===== src/rtl/mem_arb_pkg.sv =====
// Shared types and helpers for the unified instruction/data memory arbiter.
package mem_arb_pkg;

    typedef enum logic [1:0] {
        IDLE = 2'd0,
        ACC  = 2'd1,
        RESP = 2'd2
    } state_t;

    typedef enum logic {
        GNT_I = 1'b0,
        GNT_D = 1'b1
    } grant_t;

    localparam int unsigned MEM_WORDS_DEFAULT = 8192;

    // Byte address to word index; addresses are byte-granular, memory is word-organised.
    function automatic logic [61:0] wordIndex(input logic [63:0] byteAddr);
        return 62'(byteAddr >> 2);
    endfunction

endpackage


===== src/rtl/mem_arbiter.sv =====
// Round-robin (or fixed data-priority) arbiter sharing one memory between fetch and load/store.
// state | meaning
// IDLE  | sample requests, pick and latch the winner
// ACC   | drive the memory for exactly one cycle
// RESP  | pulse the winner's ack with rdata/err
module mem_arbiter
    import mem_arb_pkg::*;
#(
    parameter int          ADDR_W     = 32,
    parameter int          DATA_W     = 32,
    parameter int unsigned MEM_WORDS  = MEM_WORDS_DEFAULT,
    parameter bit          FIXED_PRIO = 1'b0
) (
    input  logic              clk,
    input  logic              rst_n,
    input  logic              i_req,
    input  logic [ADDR_W-1:0] i_addr,
    output logic              i_ack,
    input  logic              d_req,
    input  logic              d_we,
    input  logic [ADDR_W-1:0] d_addr,
    input  logic [DATA_W-1:0] d_wdata,
    output logic              d_ack,
    output logic [DATA_W-1:0] rdata,
    output logic              err,
    output logic [ADDR_W-1:0] adr,
    output logic              MemRead,
    output logic              MemWrite,
    output logic [DATA_W-1:0] WriteData,
    input  logic [DATA_W-1:0] ReadData
);

    localparam logic [61:0] WORD_LIMIT = 62'(MEM_WORDS);

    state_t state, nextState;
    grant_t gnt, lastGrant, pick;
    logic   latWe, latOob;
    logic   doGrant;
    logic   iOob, dOob;

    assign iOob = wordIndex(64'(i_addr)) >= WORD_LIMIT;
    assign dOob = wordIndex(64'(d_addr)) >= WORD_LIMIT;

    // On a tie the data port wins unless it was the last port served (round-robin).
    always_comb begin
        pick = GNT_I;
        if (d_req && !i_req) begin
            pick = GNT_D;
        end else if (d_req && i_req) begin
            pick = (FIXED_PRIO || lastGrant == GNT_I) ? GNT_D : GNT_I;
        end
    end

    assign doGrant = (state == IDLE) && (i_req || d_req);

    always_comb begin
        nextState = state;
        MemRead   = 1'b0;
        MemWrite  = 1'b0;
        case (state)
            IDLE: begin
                if (i_req || d_req) nextState = ACC;
            end
            ACC: begin
                nextState = RESP;
                MemRead   = !latOob && !latWe;
                MemWrite  = !latOob && latWe;
            end
            RESP: begin
                nextState = IDLE;
            end
            default: begin
                nextState = IDLE;
            end
        endcase
    end

    always_ff @(posedge clk or negedge rst_n) begin
        if (!rst_n) begin
            state     <= IDLE;
            gnt       <= GNT_I;
            lastGrant <= GNT_I;
            latWe     <= 1'b0;
            latOob    <= 1'b0;
            adr       <= '0;
            WriteData <= '0;
            rdata     <= '0;
            err       <= 1'b0;
            i_ack     <= 1'b0;
            d_ack     <= 1'b0;
        end else begin
            state <= nextState;
            i_ack <= 1'b0;
            d_ack <= 1'b0;

            // adr doubles as the latched address, so it holds its value outside ACC.
            if (doGrant) begin
                gnt       <= pick;
                lastGrant <= pick;
                if (pick == GNT_D) begin
                    adr    <= d_addr;
                    latWe  <= d_we;
                    latOob <= dOob;
                    if (d_we) WriteData <= d_wdata;
                end else begin
                    adr    <= i_addr;
                    latWe  <= 1'b0;
                    latOob <= iOob;
                end
            end

            if (state == ACC) begin
                i_ack <= (gnt == GNT_I);
                d_ack <= (gnt == GNT_D);
                err   <= latOob;
                if (latOob) begin
                    rdata <= '0;
                end else if (!latWe) begin
                    rdata <= ReadData;
                end
            end
        end
    end

endmodule


===== config.mk =====
export PLATFORM = sky130hd
export DESIGN_NAME = mem_arbiter
export DESIGN_NICKNAME = d
export VERILOG_FILES = /design/src/rtl/mem_arb_pkg.sv /design/src/rtl/mem_arbiter.sv
export SDC_FILE = /design/constraint.sdc
export NUM_CORES = 1
export LEC_CHECK = 0
export CORE_MARGIN = 5
export CORE_UTILIZATION = 42
export DETAILED_ROUTE_END_ITERATION = 8
export PLACE_DENSITY = 0.94
export SETUP_SLACK_MARGIN = 0.1
export SLEW_MARGIN = 10
export SYNTH_ARGS = -nofsm -noshare
export SYNTH_HDL_FRONTEND = slang
export SYNTH_SLANG_ARGS = --single-unit
export TNS_END_PERCENT = 50

===== constraint.sdc =====
create_clock -name clk -period 3.5 [get_ports clk]
set_input_delay 0.7 -clock clk [delete_from_list [all_inputs] [get_ports clk]]
set_output_delay 0.7 -clock clk [all_outputs]
set_load 0.02 [all_outputs]

# Word-level counts from Yosys, hierarchy flattened
# Cells that the tools add are included.
# word_totals
regBits	104
word_cells	42
# classes
reduce_logical	12
eq_ne	3
n_lt_le_gt_ge	2
bitwise_logic	1
muxes	14
# ops
op	count
2-to-1 mux 32 bit	3
greater-or-equal comparator 30 x 14 -> 1 bit (second input constant)	2
2-to-1 mux 1 bit	9
logical AND 1 bit	5
inequality test 2 x 1 -> 1 bit (second input constant)	2
case mux 2 bit (2 select lines)	1
zero test 1 bit	3
AND reduction 3 bit	1
== test 2 x 1 -> 1 bit (second input constant)	1
zero test 2 bit	1
2-to-1 mux 2 bit	1
AND reduction 2 bit	1
logical OR 1 bit	1
NOT 1 bit	1

# Logic depth before layout (Yosys ltp)
# Gate-level depths: netlist of run 1.
# depth
ltp_word	4
mapped_depth	6
ltp_nobuf	4

# Least setup slack after synthesis of run 1
# OpenSTA, ideal clock, no wires.
# synth_timing
path_type	reg2out
start	register state[1]
end	output port MemRead
n_path_buf	1
arrival_ps	1073
slack_ps	1727
path_stages_with_launch	4
path_cell_list	dfrtp_1 -> nand2b_1 -> nor3_2 -> buf_2
# synth_between
elab_chain_cells	2
# synth_rtl
item	line_no	text
start: declaration	mem_arbiter.sv:35	state_t state, nextState;
start signal: assignment	mem_arbiter.sv:92	state <= nextState;
== test 2 x 1 -> 1 bit	mem_arbiter.sv:60	case (state)
2-to-1 mux 1 bit	mem_arbiter.sv:60	
end: declaration	mem_arbiter.sv:27	output logic MemRead,
# No other way between the ends.

# Final worst setup path of run 1
# Same ends and word-level chain as after synthesis.

==> flow_summary.ini, run 1 <==
[critical_path]
cp_slowest_cell = clkdlybuf4s50_1
worst_ep_required_time_ps = 2800
path_buf_inv = 2
worstPathArrival_ps = 2130
crit_type = reg2out
reg2regPathDepth = 4
critPathTopFamily = buffers and inverters
path_cells = nand2b_1, nor3_4, buf_4, clkdlybuf4s50_1
slowest_delay_ps = 670
critPathCaptureType = output port
worst_setup_path_start_kind = flop
worst-path-stages = 4
cp_max_fo = 33

[cells_and_area]
fillers = 679
antennaDiodeCount = 0
final_cells = 687
layout_commonest_cell = clkdlybuf4s50_1
layout_common_cells = clkdlybuf4s50_1 (232), dfrtp_1 (104), nor2_1 (36)
final_nets = 680
post-route-cell-area_mm2 = 0.00694
final_util_pct = 68.4
drive_above_1_share_pct = 10.3
syn2layout_area_growth_pct = 61.5

[grt]
grt-ovfl-total = 0
grt_max_degree = 91
antenna_found_initial = 0
grt_pass1_vias = 3683
track_usage_pct = 19.5
grt_pass1_wl_mm = 19.4

[yosys]
synth_flop_cell = dfrtp_1
syn_inst = 319
ys_warn_count = 0
seq_area_frac_synth_pct = 60.6
syn_nets = 452
synth_seq_cells = 104
avgSynthCellArea_um2 = 13.5
ys_async_sr_fraction_pct = 100
syn_area_mm2 = 0.00430
synth_edf_count = 0
synth_cell_type_count = 28

[place]
place_area_mm2 = 0.00672
dp_hpwl_mm = 9.35
pre_cts_ws_ps = 894
port_buffers = 233
gp_congestion = 0.850
dp.cells = 672

[timing]
fmax_mhz = 353
slew_violations = 0
fin_skew_ps = 8.68
setup_viol = 0
setup_tns_ps = 0
fin_crit_sh_pct = 81.0
tightest_slew_ps = 1060
hold_slack_ps = 405
fin_ws_ps = 666
slew_headroom_pct = 28.9
final_hold_viol_count = 0
min_period_ps = 2830
rsz0062_at_grt = no

[floorplanning]
pin_count = 234
dieArea_mm2 = 0.0124
core_area_mm2 = 0.0101
start_util_pct = 42.4
fp.dieW_um = 111
rows = 37
die_y_um = 111

[clock_network]
clk_latency_ps = 350
path_clk_slew_ps = 90
cts.sinks = 104
cts_tree = yes
root_buffer = clkbuf_8
post_cts_buffers = 0
htree_levels = 3
cts_inserted_buffers = 9
hold_buffers = 0
cts_resized = 0
cts_buffer_depth = 2

[routing]
drt-pass1-iter-count = 4
drt-initial-drc-count = 228
drcViolationCount = 0
vias = 3448
antenna_left = 0
avgViaCountPerCell = 5.02
wl_per_cell_um = 17.9
routed_wirelength_mm = 12.3

[power_and_ir_drop]
ir_drop_mv = 0.366
p_per_area_mw_per_mm2 = 733
leakagePower_nw = 3.02
fin_total_pwr_mw = 5.08

[flow_run]
drv_cap = 0

[run_status]
status = completed

[worst_hold_path]
min_path_type = in2async
## Yosys cell counts, types with 2 or more instances
cell type / number / share of area, %
inv_1: 2 / 0.17
mux2i_1: 32 / 7.5
nand4_1: 2 / 0.29
nand2b_1: 2 / 0.29
buf_2: 12 / 1.4
nor4_1: 6 / 0.87
nor3_1: 2 / 0.23
dfrtp_1: 104 / 61
nor2_1: 36 / 3.1
nand2_1: 4 / 0.35
buf_4: 5 / 0.87
a21oi_1: 33 / 3.8
buf_6: 3 / 0.79
mux2_4: 29 / 10
a22o_1: 32 / 6.5
mux2_2: 3 / 0.79
## sequential cells by signal, summed over array words and instances, names as in the netlist, 2 cells and up
| name | cells |
|---|---|
| WriteData | 32 |
| adr | 32 |
| rdata | 32 |
| state | 2 |
## path summary, 6_finish.rpt
kind,end,slack [ps],start
worst max-delay path,MemRead,670,state[1]
worst min-delay path,rdata[20],410,rst_n
worst max register to register,rdata[25],1580,state[1]
worst min register to register,err,490,err
max in group asynchronous,WriteData[26],2340,rst_n
min in group clk,err,490,err
## cells by family (layout without fill, tap and decap cells)
family	count (synthesis)	count (layout)	share of synthesized area (%)
AO/OA/AOI/OAI	70	70	11.2
buffers and inverters	23	255	3.41
flip-flops	104	104	60.6
multiplexers	64	64	18.4
AND/OR/NAND/NOR	58	58	6.52
## metal layers
metal	part of all wire (%)	up-vias	global-route usage (%)
met5	0	-	0
met4	2.7	0	7.30
met3	8.4	26	5.73
met2	47	191	32.0
met1	42	1631	24.3
li1	-	1600	-
## power breakdown
| group | internal [mW] | leakage [nW] | switching [mW] |
|---|---|---|---|
| Sequential | 1.61 | 1.28 | 0.243 |
| Clock | 0.438 | 0.112 | 0.387 |
| Combinational | 1.23 | 1.63 | 1.18 |
| Total | 3.28 | 3.02 | 1.81 |
## cell type report
| class | count | area [um2] | area share (%) |
|---|---|---|---|
| Clock buffer | 12 | 155 | 2.24 |
| Sequential cell | 104 | 2600 | 37.5 |
| Timing Repair Buffer | 238 | 2370 | 34.2 |
| Clock inverter | 3 | 65.1 | 0.938 |
| Inverter | 2 | 7.51 | 0.108 |
| Multi-Input combinational cell | 192 | 1570 | 22.6 |
| Tap cell | 136 | 170 | 2.45 |
Note: power is estimated with default switching activity, not from simulation.
==> run 2, diff against run 1 <==
Settings changed: CORE_UTILIZATION 42 to 35, PLACE_DENSITY 0.94 to 0.84.
Clock period 3.5 ns to 2.3 ns, I/O delays scaled along.
==> flow_summary.ini, run 2 (synthesized netlist as in run 1, its figures left out) <==
[cells_and_area]
layout_commonest_cell = clkdlybuf4s50_1
final_nets = 685
largestRegisters = WriteData x32, adr x32, rdata x32
drive_above_1_share_pct = 11.3
layout_common_cells = clkdlybuf4s50_1 (230), dfrtp_1 (104), nor2_1 (36)
antennaDiodeCount = 0
post-route-cell-area_mm2 = 0.00712
final_cells = 704
syn2layout_area_growth_pct = 65.8

[clock_network]
clk_latency_ps = 350
htree_levels = 3
post_cts_buffers = 0
cts.sinks = 104
root_buffer = clkbuf_16
cts_tree = yes
cts_inserted_buffers = 9
path_clk_slew_ps = 70
cts_buffer_depth = 2

[timing]
fin_skew_ps = 7.51
slew_headroom_pct = 64.1
final_hold_viol_count = 0
fin_crit_sh_pct = 86.6
slew_violations = 0
tightest_slew_ps = 538
setup_tns_ps = 0
setup_viol = 0
min_period_ps = 1990
rsz0062_at_grt = no
fmax_mhz = 502

[floorplanning]
core_area_mm2 = 0.0120
dieArea_mm2 = 0.0146
fp.dieW_um = 121
start_util_pct = 35.8
die_y_um = 121
pin_count = 234
rows = 40

[grt]
grt-ovfl-total = 0
grt_max_degree = 53
antenna_found_initial = 0
grt_pass1_wl_mm = 19.4
grt_pass1_vias = 3731
track_usage_pct = 17.1

[critical_path]
cp_max_fo = 5
path_cells = nand2b_1, nor3_4, dlygate4sd2_1
crit_type = reg2out
worst_ep_required_time_ps = 1840
cp_slowest_cell = dfrtp_1
worst_setup_path_start_kind = flop
critPathCaptureType = output port
slowest_delay_ps = 390
worstPathArrival_ps = 1530

[routing]
vias = 3475
antenna_left = 0
routed_wirelength_mm = 12.5
avgViaCountPerCell = 4.94
drcViolationCount = 0
drt-pass1-iter-count = 6
drt-initial-drc-count = 210
wl_per_cell_um = 17.8

[place]
port_buffers = 233
gp_congestion = 0.870
dp_hpwl_mm = 9.62
dp.cells = 688
place_area_mm2 = 0.00682

[worst_hold_path]
min_path_type = in2async

[power_and_ir_drop]
leakagePower_nw = 3.12
p_per_area_mw_per_mm2 = 1140
ir_drop_mv = 0.599

[run_status]
status = completed

[flow_run]
drv_cap = 0
-- run 2: cell type report --
class / count / area, um2
repair buffers: 243 / 2460
clock inverters: 6 / 77.6
inverters: 2 / 7.51
flip-flops and latches: 104 / 2600
multi-input cells: 192 / 1570
fillers: 931 / 4890
well taps: 147 / 184
clock buffers: 10 / 229
-- run 2: stage by stage --
step           setup slack, ps  util, %  hold WS [ps]  power, mW
2_1_floorplan              767        -           164       4.81
3_3_place_gp               238     56.8           469       6.53
3_5_place_dp               201     56.8           482       6.62
4_1_cts                   11.8     59.3          95.7       8.24
5_1_grt                    190     59.3           127       8.62
6_report                   308     59.3          84.9       8.16
-- run 2: layer usage --
| layer | GRT usage [%] | vias to the layer above | wire [um] |
|---|---|---|---|
| met5 | 0 | - | 0 |
| met4 | 7.79 | 0 | 416 |
| met3 | 7.06 | 27 | 1340 |
| met2 | 27.2 | 192 | 5690 |
| met1 | 20.2 | 1639 | 5070 |
| li1 | - | 1617 | - |
-- run 2: path summary, 6_finish.rpt --
kind | from | end | slack [ps] | depth (start not counted)
worst max-delay path | state[1] | MemRead | 310 | 3
worst min-delay path | rst_n | rdata[18] | 80 | 1
worst max register to register | state[0] | latOob | 720 | 5
worst min register to register | err | err | 500 | 2
max in group asynchronous | rst_n | adr[11] | 1550 | 2
min in group clk | err | err | 500 | 2
-- run 2: where the power goes --
| part | internal (mW) | switching [mW] | total (mW) |
|---|---|---|---|
| registers | 2.45 | 0.378 | 2.83 |
| logic | 1.93 | 1.81 | 3.74 |
| clock network | 0.864 | 0.721 | 1.59 |
-- run 2: critical path: cells and delay by family, from the launching register on --
family | cells | cell delay [ps]
buffers and inverters | 1 | 370
AND/OR/NAND/NOR | 2 | 420
flip-flops | 1 | 390
-- run 2: repair_timing --
item / in CTS / in global routing
gates cloned: 0 / 0
gates resized for setup: 1 / 1
hold buffers: 0 / 0
endpoints found under the setup margin: 2 / 1
==> run 3, diff against run 2 <==
Settings changed: CELL_PAD_IN_SITES_DETAIL_PLACEMENT set to 0, CELL_PAD_IN_SITES_GLOBAL_PLACEMENT set to 1, CORE_UTILIZATION 35 to 27, PLACE_DENSITY 0.84 to 0.86.
==> flow_summary.ini, run 3 (synthesized netlist as in run 1, its figures left out) <==
[timing]
fin_crit_sh_pct = 87.0
tightest_slew_ps = 599
setup_viol = 0
fin_skew_ps = 6.67
slew_headroom_pct = 60.1
fmax_mhz = 500
setup_tns_ps = 0
slew_violations = 0
final_hold_viol_count = 0
rsz0062_at_grt = no
min_period_ps = 2000

[critical_path]
worst_setup_path_start_kind = flop
worst_ep_required_time_ps = 1840
cp_max_fo = 5
critPathCaptureType = output port
crit_type = reg2out
worstPathArrival_ps = 1540
r2r_slack_ps = 550

[routing]
drcViolationCount = 0
antenna_left = 0
drt-initial-drc-count = 121
vias = 3503
avgViaCountPerCell = 4.51
wl_per_cell_um = 16.7
routed_wirelength_mm = 12.9
drt-pass1-iter-count = 4

[flow_run]
drv_cap = 0

[grt]
grt_pass1_wl_mm = 20.3
grt-ovfl-total = 0
grt_max_degree = 55
grt_pass1_vias = 3752
track_usage_pct = 14.0
antenna_found_initial = 0

[place]
port_buffers = 233
gp_congestion = 0.835
dp.cells = 760
dp_hpwl_mm = 9.99

[clock_network]
cts_resized = 2
cts.sinks = 104
path_clk_slew_ps = 80
htree_levels = 3
cts_buffer_depth = 2
hold_buffers = 0
root_buffer = clkbuf_16
clk_latency_ps = 340
cts_inserted_buffers = 9
cts_tree = yes
post_cts_buffers = 0

[cells_and_area]
fillers = 1435
final_cells = 776
drive_above_1_share_pct = 12.0
layout_common_cells = clkdlybuf4s50_1 (230), dfrtp_1 (104), nor2_1 (36)
antennaDiodeCount = 0
final_nets = 688
largestRegisters = WriteData x32, adr x32, rdata x32
syn2layout_area_growth_pct = 67.7
layout_commonest_cell = clkdlybuf4s50_1

[worst_hold_path]
min_path_type = in2async

[power_and_ir_drop]
leakagePower_nw = 3.11
ir_drop_mv = 0.568
p_per_area_mw_per_mm2 = 1120

[floorplanning]
die_y_um = 136
core_area_mm2 = 0.0158
fp.dieW_um = 136
pin_count = 234
start_util_pct = 27.3
rows = 46
dieArea_mm2 = 0.0185

[run_status]
status = completed
-- run 3: cell count changes in the layout (fill, tap and decap cells not counted), sizes merged --
cell / previous run / this run
buf: 11 / 14
inv: 4 / 6
bufinv: 1 / 0
clkbuf: 10 / 9
clkinv: 2 / 1
clkinvlp: 1 / 2
dlygate4sd2: 1 / 2
dlymetal6s2s: 1 / 0
-- run 3: routing by layer --
metal  track usage [%]  up-vias  wire length [um]
li1                  -     1628                 -
met1              18.6     1676              5600
met2              22.0      184              5900
met3              4.15       15              1230
met4              4.76        0               193
met5                 0        -                 0
-- run 3: metrics by stage --
stage	util [%]	hold slack [ps]	worst slack, ps	total power [mW]	instance area, um2
2_1_floorplan	-	164	767	4.81	4300
3_3_place_gp	43.9	475	262	6.57	6930
3_5_place_dp	43.9	467	217	6.65	6930
4_1_cts	45.7	114	240	8.19	7210
5_1_grt	45.7	140	183	8.55	7210
6_report	45.7	109	299	8.06	7210
-- run 3: worst max-delay path, stage by stage, from the launching register on --
cell and delay [ps]:
dfrtp_1 390, nand2b_1 240, nor3_4 200, dlygate4sd2_1 370
-- run 3: final timing paths --
| check | start | end | cells after the start |
|---|---|---|---|
| worst min-delay path | rst_n | rdata[12] | 1 |
| min in group clk | err | err | 2 |
| worst min register to register | err | err | 2 |
| max in group asynchronous | rst_n | adr[14] | 2 |
| worst max-delay path | state[1] | MemRead | 3 |
| worst max register to register | state[1] | rdata[7] | 5 |
-- run 3: layout make-up --
| type | instances | area, um2 | area share [%] |
|---|---|---|---|
| sequential | 104 | 2600 | 36.1 |
| clock inverter | 7 | 60.1 | 0.833 |
| inverter | 2 | 7.51 | 0.104 |
| timing repair buffer | 246 | 2470 | 34.3 |
| tap | 216 | 270 | 3.75 |
| clock buffer | 9 | 225 | 3.12 |
| multi-input combinational | 192 | 1570 | 21.7 |
-- run 3: power by group --
| part | total (mW) | leakage [nW] | internal, mW | switching (mW) |
|---|---|---|---|---|
| clock | 1.48 | 0.136 | 0.756 | 0.725 |
| sequential | 2.82 | 1.28 | 2.45 | 0.369 |
| combinational | 3.76 | 1.69 | 1.94 | 1.82 |
